==> src/rtl/tc_pl_chips_mon_if.sv <==
// Register-bank/pin-side bundle of the chip status monitor: status lines,
// ADC sample stream, control and clear strobes, and the registered results.
interface tc_pl_chips_mon_if #(
    parameter int CH_NUM = 4,
    parameter int ADC_W  = 14,
    parameter int OFC_W  = 16,
    parameter int CTL_W  = 8
);
    logic [CH_NUM-1:0]  st_in;
    logic               Gc_adc_of;
    logic [ADC_W-1:0]   Gc_adc_data;
    logic               adc_vld;
    logic [CTL_W-1:0]   ctl_wdat;
    logic               ctl_wen;
    logic [CH_NUM+1:0]  clr_wdat;
    logic               clr_wen;

    logic [CH_NUM-1:0]  st_db;
    logic [CH_NUM-1:0]  st_sticky;
    logic               st_irq;
    logic [ADC_W:0]     adc_last;
    logic [ADC_W-1:0]   adc_peak;
    logic [OFC_W-1:0]   adc_ofcnt;
    logic [CTL_W-1:0]   ctl_out;

    modport master (
        output st_in, Gc_adc_of, Gc_adc_data, adc_vld,
               ctl_wdat, ctl_wen, clr_wdat, clr_wen,
        input  st_db, st_sticky, st_irq, adc_last, adc_peak, adc_ofcnt, ctl_out
    );

    modport slave (
        input  st_in, Gc_adc_of, Gc_adc_data, adc_vld,
               ctl_wdat, ctl_wen, clr_wdat, clr_wen,
        output st_db, st_sticky, st_irq, adc_last, adc_peak, adc_ofcnt, ctl_out
    );
endinterface

==> src/rtl/tc_pl_chips_mon.sv <==
// Chip status/ADC monitor: synchronised and debounced status lines with sticky
// faults and interrupt, ADC peak/overflow tracking, and a registered control word.
module tc_pl_chips_mon #(
    parameter int                 CH_NUM       = 4,
    parameter logic [CH_NUM-1:0] ST_FAULT_LVL = '0,
    parameter int                DEB_W        = 16,
    parameter int                DEB_CYC      = 1250,
    parameter int                ADC_W        = 14,
    parameter int                OFC_W        = 16,
    parameter int                CTL_W        = 8,
    parameter logic [CTL_W-1:0]  CTL_RST      = '0
) (
    input  logic                 clk125,
    input  logic                 rst,
    tc_pl_chips_mon_if.slave     bus
);
    localparam logic [DEB_W-1:0] DEB_MAX = DEB_W'(DEB_CYC - 1);

    logic [CH_NUM-1:0]             s1_q, s2_q;
    logic [CH_NUM-1:0][DEB_W-1:0]  cnt_q, cnt_d;
    logic [CH_NUM-1:0]             db_q, db_d;
    logic [CH_NUM-1:0]             sticky_q, sticky_d;
    logic                          irq_q;
    logic [ADC_W:0]                last_q, last_d;
    logic [ADC_W-1:0]              peak_q, peak_d;
    logic [OFC_W-1:0]              ofcnt_q, ofcnt_d;
    logic [CTL_W-1:0]              ctl_q, ctl_d;

    logic good_smp, of_smp, clr_peak, clr_ofc;

    assign good_smp = bus.adc_vld && !bus.Gc_adc_of;
    assign of_smp   = bus.adc_vld && bus.Gc_adc_of;
    assign clr_peak = bus.clr_wen && bus.clr_wdat[CH_NUM];
    assign clr_ofc  = bus.clr_wen && bus.clr_wdat[CH_NUM+1];

    // NOTE: every _d gets its hold value first, so no path through the block can infer a latch.
    always_comb begin
        cnt_d    = cnt_q;
        db_d     = db_q;
        sticky_d = sticky_q;
        for (int i = 0; i < CH_NUM; i++) begin
            if (s2_q[i] == db_q[i]) begin
                cnt_d[i] = '0;
            end else if (cnt_q[i] == DEB_MAX) begin
                db_d[i]  = s2_q[i];
                cnt_d[i] = '0;
            end else begin
                cnt_d[i] = cnt_q[i] + 1'b1;
            end
            // Set beats clear: a clear during a live fault is ignored.
            if (bus.clr_wen && bus.clr_wdat[i]) sticky_d[i] = 1'b0;
            if (db_q[i] == ST_FAULT_LVL[i])     sticky_d[i] = 1'b1;
        end
    end

    always_comb begin
        last_d  = last_q;
        peak_d  = peak_q;
        ofcnt_d = ofcnt_q;
        ctl_d   = ctl_q;

        if (bus.adc_vld) last_d = {bus.Gc_adc_of, bus.Gc_adc_data};

        if (clr_peak)
            peak_d = good_smp ? bus.Gc_adc_data : '0;
        else if (good_smp && (bus.Gc_adc_data > peak_q))
            peak_d = bus.Gc_adc_data;

        // A clear coinciding with an overflow sample counts that sample.
        if (clr_ofc)
            ofcnt_d = of_smp ? OFC_W'(1) : '0;
        else if (of_smp && (ofcnt_q != '1))
            ofcnt_d = ofcnt_q + 1'b1;

        if (bus.ctl_wen) ctl_d = bus.ctl_wdat;
    end

    // NOTE: state registers use non-blocking assignment so all flops update together at the edge.
    always_ff @(posedge clk125) begin
        if (rst) begin
            s1_q     <= ~ST_FAULT_LVL;
            s2_q     <= ~ST_FAULT_LVL;
            cnt_q    <= '0;
            db_q     <= ~ST_FAULT_LVL;
            sticky_q <= '0;
            irq_q    <= 1'b0;
            last_q   <= '0;
            peak_q   <= '0;
            ofcnt_q  <= '0;
            ctl_q    <= CTL_RST;
        end else begin
            s1_q     <= bus.st_in;
            s2_q     <= s1_q;
            cnt_q    <= cnt_d;
            db_q     <= db_d;
            sticky_q <= sticky_d;
            irq_q    <= |sticky_q;
            last_q   <= last_d;
            peak_q   <= peak_d;
            ofcnt_q  <= ofcnt_d;
            ctl_q    <= ctl_d;
        end
    end

    assign bus.st_db     = db_q;
    assign bus.st_sticky = sticky_q;
    assign bus.st_irq    = irq_q;
    assign bus.adc_last  = last_q;
    assign bus.adc_peak  = peak_q;
    assign bus.adc_ofcnt = ofcnt_q;
    assign bus.ctl_out   = ctl_q;
endmodule

==> src/flat_wrapper.sv <==
// flat-port wrapper written by rule: the top's interface ports become plain ports
module tc_pl_chips_mon_flat 
#(
    parameter int                 CH_NUM       = 4,
    parameter logic [CH_NUM-1:0] ST_FAULT_LVL = '0,
    parameter int                DEB_W        = 16,
    parameter int                DEB_CYC      = 1250,
    parameter int                ADC_W        = 14,
    parameter int                OFC_W        = 16,
    parameter int                CTL_W        = 8,
    parameter logic [CTL_W-1:0]  CTL_RST      = '0
)
  (clk125, rst, bus_st_in, bus_Gc_adc_of, bus_Gc_adc_data, bus_adc_vld, bus_ctl_wdat, bus_ctl_wen, bus_clr_wdat, bus_clr_wen, bus_st_db, bus_st_sticky, bus_st_irq, bus_adc_last, bus_adc_peak, bus_adc_ofcnt, bus_ctl_out);
  tc_pl_chips_mon_if #(.CH_NUM(CH_NUM), .ADC_W(ADC_W), .OFC_W(OFC_W), .CTL_W(CTL_W)) bus_i ();
  input  logic clk125;
  input  logic rst;
  input wire logic [$bits(bus_i.st_in)-1:0] bus_st_in;
  input wire logic [$bits(bus_i.Gc_adc_of)-1:0] bus_Gc_adc_of;
  input wire logic [$bits(bus_i.Gc_adc_data)-1:0] bus_Gc_adc_data;
  input wire logic [$bits(bus_i.adc_vld)-1:0] bus_adc_vld;
  input wire logic [$bits(bus_i.ctl_wdat)-1:0] bus_ctl_wdat;
  input wire logic [$bits(bus_i.ctl_wen)-1:0] bus_ctl_wen;
  input wire logic [$bits(bus_i.clr_wdat)-1:0] bus_clr_wdat;
  input wire logic [$bits(bus_i.clr_wen)-1:0] bus_clr_wen;
  output wire logic [$bits(bus_i.st_db)-1:0] bus_st_db;
  output wire logic [$bits(bus_i.st_sticky)-1:0] bus_st_sticky;
  output wire logic [$bits(bus_i.st_irq)-1:0] bus_st_irq;
  output wire logic [$bits(bus_i.adc_last)-1:0] bus_adc_last;
  output wire logic [$bits(bus_i.adc_peak)-1:0] bus_adc_peak;
  output wire logic [$bits(bus_i.adc_ofcnt)-1:0] bus_adc_ofcnt;
  output wire logic [$bits(bus_i.ctl_out)-1:0] bus_ctl_out;
  assign bus_i.st_in = bus_st_in;
  assign bus_i.Gc_adc_of = bus_Gc_adc_of;
  assign bus_i.Gc_adc_data = bus_Gc_adc_data;
  assign bus_i.adc_vld = bus_adc_vld;
  assign bus_i.ctl_wdat = bus_ctl_wdat;
  assign bus_i.ctl_wen = bus_ctl_wen;
  assign bus_i.clr_wdat = bus_clr_wdat;
  assign bus_i.clr_wen = bus_clr_wen;
  assign bus_st_db = bus_i.st_db;
  assign bus_st_sticky = bus_i.st_sticky;
  assign bus_st_irq = bus_i.st_irq;
  assign bus_adc_last = bus_i.adc_last;
  assign bus_adc_peak = bus_i.adc_peak;
  assign bus_adc_ofcnt = bus_i.adc_ofcnt;
  assign bus_ctl_out = bus_i.ctl_out;
  tc_pl_chips_mon #(.CH_NUM(CH_NUM), .ST_FAULT_LVL(ST_FAULT_LVL), .DEB_W(DEB_W), .DEB_CYC(DEB_CYC), .ADC_W(ADC_W), .OFC_W(OFC_W), .CTL_W(CTL_W), .CTL_RST(CTL_RST)) u_core (.clk125(clk125), .rst(rst), .bus(bus_i));
endmodule
==> config.mk <==
export PLATFORM = sky130hd
export DESIGN_NAME = tc_pl_chips_mon_flat
export DESIGN_NICKNAME = d
export VERILOG_FILES = /design/src/rtl/tc_pl_chips_mon_if.sv /design/src/rtl/tc_pl_chips_mon.sv /design/src/flat_wrapper.sv
export SDC_FILE = /design/constraint.sdc
export NUM_CORES = 1
export LEC_CHECK = 0
export CORE_ASPECT_RATIO = 0.75
export CORE_UTILIZATION = 57
export DETAILED_ROUTE_END_ITERATION = 8
export GPL_TIMING_DRIVEN = 1
export PLACE_DENSITY = 0.89
export SLEW_MARGIN = 0
export SYNTH_ARGS = -nofsm -noshare
export SYNTH_HDL_FRONTEND = slang
export SYNTH_SLANG_ARGS = --single-unit
export TNS_END_PERCENT = 10
==> constraint.sdc <==
create_clock -name clk125 -period 3.04 [get_ports clk125]
set_input_delay 0.456 -clock clk125 [delete_from_list [all_inputs] [get_ports clk125]]
set_output_delay 0.456 -clock clk125 [all_outputs]
set_load 0.01 [all_outputs]
==> flow_summary_export.csv <==
group,metric,value,unit
placement,routabilityCongestion,0.828,
timing,holdWs,0.415,ns
critical_path,rr_worst_depth,7,
logic_synthesis,ys.warnings.count,0,
logic_synthesis,synth_compound_area_frac,0.0567,
drt,ant_nets,0,
timing,rsz0062_at_grt,"no",
grt,globalRouteOverflowTotal,0,
clock_network,insertion_delay,0.42,ns
drt,wl,14100,um
timing,setup_viol,0,
logic_synthesis,synth-simple-area-share,0.236,
timing,hold_viol_final,0,
floorplanning,die_y,89.1,um
timing,maxSlewViolCount,0,
floorplanning,start_util,0.592,
pwr,peakVddDrop,492,uV
final_layout,layout_common_cells,"134 x dfxtp_1, 116 x nor2_1, 99 x clkdlybuf4s50_1, 41 x nand2_1, 40 x xnor2_1",
floorplanning,rows,31,
critical_path,crit_path_end,"u_core.bus.adc_peak[12]",
clock_network,cts_tree,"yes",
timing,tns,0,ns
critical_path,path_class,"input pin to register",
drt,dr.pass1.iters,5,
critical_path,cp-end-kind,"register",
critical_path,rrSetupSlack,0.81,ns
logic_synthesis,synth.distinct_cells,43,
grt,grt_max_degree,23,
clock_network,root_buffer,"clkbuf_16",
drt,drt_iter0_drc,425,
final_layout,mostFrequentLayoutCell,"dfxtp_1",
grt,antenna_found_initial,0,
logic_synthesis,synthAdderAreaFrac,0.0499,
critical_path,crit_path_start,"bus_Gc_adc_data[5]",
logic_synthesis,synth_nets,692,
logic_synthesis,synthCells,631,
timing,slew_headroom,0.577,
grt,grt_pass1_wl,22800,um
worst_hold_path,min-delay-path-class,"register to register",
grt,track_usage,0.277,
drt,routedWlPerCell,16.0,um
final_layout,finalNetCount,796,
pwr,power_per_cell_area,584,nW/um2
logic_synthesis,synth_top_family_by_area,"simple AND/OR/NAND/NOR gates",
pwr,total_leakage_power,2.73,nW
critical_path,path_max_fanout,13,
logic_synthesis,synth_mux_area_frac,0.0486,
floorplanning,die_x,118,um
clock_network,clk_transition_reported_paths,0.06,ns
final_layout,antenna_cells,0,
run_status,outcome,"completed",
clock_network,cts_buffers,17,
critical_path,reg2reg_from,"u_core.bus.adc_peak[5]",
final_layout,drive_gt1_frac,0.0655,
clock_network,ctsHoldBuffers,0,
clock_network,cts_resized,0,
placement,hpwl,9710,um
clock_network,cts.sinks,134,
floorplanning,io_pins,100,
job,drv_cap,0,
logic_synthesis,ys_seq_area_frac,0.465,
placement,numPortBuffers,99,
clock_network,h-tree-depth,4,
timing,fin_skew,0.00548,ns
critical_path,rr_endpoint,"u_core.bus.adc_peak[12]",
clock_network,cts_setup_buffers,0,
timing,timing.fmax,430,MHz
drt,drc,0,
critical_path,start_kind,"input pin",
critical_path,cp.arrival,2.64,ns
logic_synthesis,yosys.area_share.xor_xnor,0.108,
floorplanning,dieArea,10500,um2
final_layout,area_growth,30.3,%
timing,fin_crit,2.32,ns
logic_synthesis,syn_area_per_cell,9.14,um2
critical_path,worst-endpoint-required,3.35,ns
timing,tightest_slew,0.633,ns
logic_synthesis,synth_seq_cells,134,
floorplanning,fp.coreArea,9740,um2
grt,grt_pass1_vias,4875,
clock_network,clk_path_buf_depth,2,
drt,viasPerCell,5.56,
drt,routed-via-count,4891,
logic_synthesis,syn-cell-area,5760,um2
timing,period_share,0.765,
==> how the worst min path moves through the flow <==
stage	cells past startpoint	slack, ns	endpoint	from
floorplan	1	0.39	u_core.s2_q[0]	u_core.s1_q[0]
global placement	1	0.39	u_core.s2_q[0]	u_core.s1_q[0]
detailed placement	1	0.40	u_core.s2_q[1]	u_core.s1_q[1]
CTS	1	0.42	u_core.s2_q[1]	u_core.s1_q[1]
global route	1	0.42	u_core.s2_q[1]	u_core.s1_q[1]
finish	1	0.41	u_core.s2_q[0]	u_core.s1_q[0]
==> stage by stage <==
stage / total power [mW] / util / std cells / setup slack (ns) / cell area, um2
2_1_floorplan: 2.01 / - / 631 / 0.997 / 5760
3_3_place_gp: 2.17 / 0.705 / 848 / 0.437 / 6860
3_5_place_dp: 2.18 / 0.705 / 848 / 0.313 / 6860
4_1_cts: 4.39 / 0.771 / 880 / 0.731 / 7510
5_1_grt: 4.51 / 0.771 / 880 / 0.599 / 7510
6_report: 4.38 / 0.771 / 880 / 0.715 / 7510
==> critical path, stage by stage <==
cell,delay [ns]
clkdlybuf4s50_1,0.46
ha_1,0.36
nand4_1,0.15
o21bai_1,0.18
a311o_1,0.32
a22o_1,0.40
a22o_1,0.31
==> synth_stat cells, drive strengths merged <==
cell type	instances	area share
a2111oi	1	0.0026
a211oi	2	0.0035
a21o	2	0.0026
a21oi	18	0.016
a22o	14	0.021
a311o	1	0.0017
and2	3	0.0033
and3	11	0.012
and4	6	0.0091
buf	7	0.0085
clkbuf	12	0.0078
dfxtp	134	0.47
ha	23	0.050
inv	29	0.019
mux2i	28	0.049
nand2	41	0.027
nand2b	3	0.0033
nand3	35	0.032
nand4	22	0.024
nor2	116	0.076
nor2b	1	0.0011
nor3	8	0.0078
nor3b	2	0.0026
nor4	14	0.015
nor4b	4	0.0061
o211ai	1	0.0013
o21a	1	0.0013
o21ai	3	0.0026
o21bai	1	0.0013
o22a	1	0.0015
o31ai	1	0.0013
or2	9	0.0098
or3	3	0.0033
or4	1	0.0013
or4b	2	0.0035
xnor2	40	0.061
xor2	31	0.047
==> report_power, final <==
group	total (mW)	leakage (nW)	switching (mW)	internal [mW]
clock	2.23	0.316	0.753	1.48
combinational	0.324	1.32	0.154	0.170
sequential	1.83	1.09	0.0307	1.80
==> final cells by class <==
class | instances | area (um2)
multi-input cells | 449 | 2880
flip-flops and latches | 134 | 2680
fillers | 631 | 2230
repair buffers | 104 | 1030
clock buffers | 24 | 502
well taps | 132 | 165
clock inverters | 8 | 143
inverters | 29 | 109
==> logic make-up after synthesis <==
| group | count (synthesis) |
|---|---|
| DFF | 134 |
| muxes | 28 |
| AOI/OAI and AO/OA | 46 |
| and+or+nand+nor | 281 |
| buffers and inverters | 48 |
| adders and majority gates | 23 |
| xor gates and xnor gates | 71 |
==> registers in the layout, summed over array words and instances, names as in the netlist <==
register	count
u_core.bus.adc_last	15
u_core.bus.adc_ofcnt	16
u_core.bus.adc_peak	14
u_core.bus.ctl_out	8
u_core.bus.st_db	4
u_core.bus.st_irq	1
u_core.bus.st_sticky	4
u_core.cnt_q	64
u_core.s1_q	4
u_core.s2_q	4
==> per-layer routing <==
| metal | part of all wire | global-route usage | wire (um) | vias up |
|---|---|---|---|---|
| li1 | - | - | - | 2357 |
| met3 | 0.075 | 0.0918 | 1060 | 41 |
| met5 | 0 | 0 | 0 | - |
| met4 | 0.028 | 0.154 | 397 | 0 |
| met1 | 0.42 | 0.313 | 5950 | 2314 |
| met2 | 0.48 | 0.474 | 6710 | 179 |
Note: power is estimated with default switching activity, not from simulation.
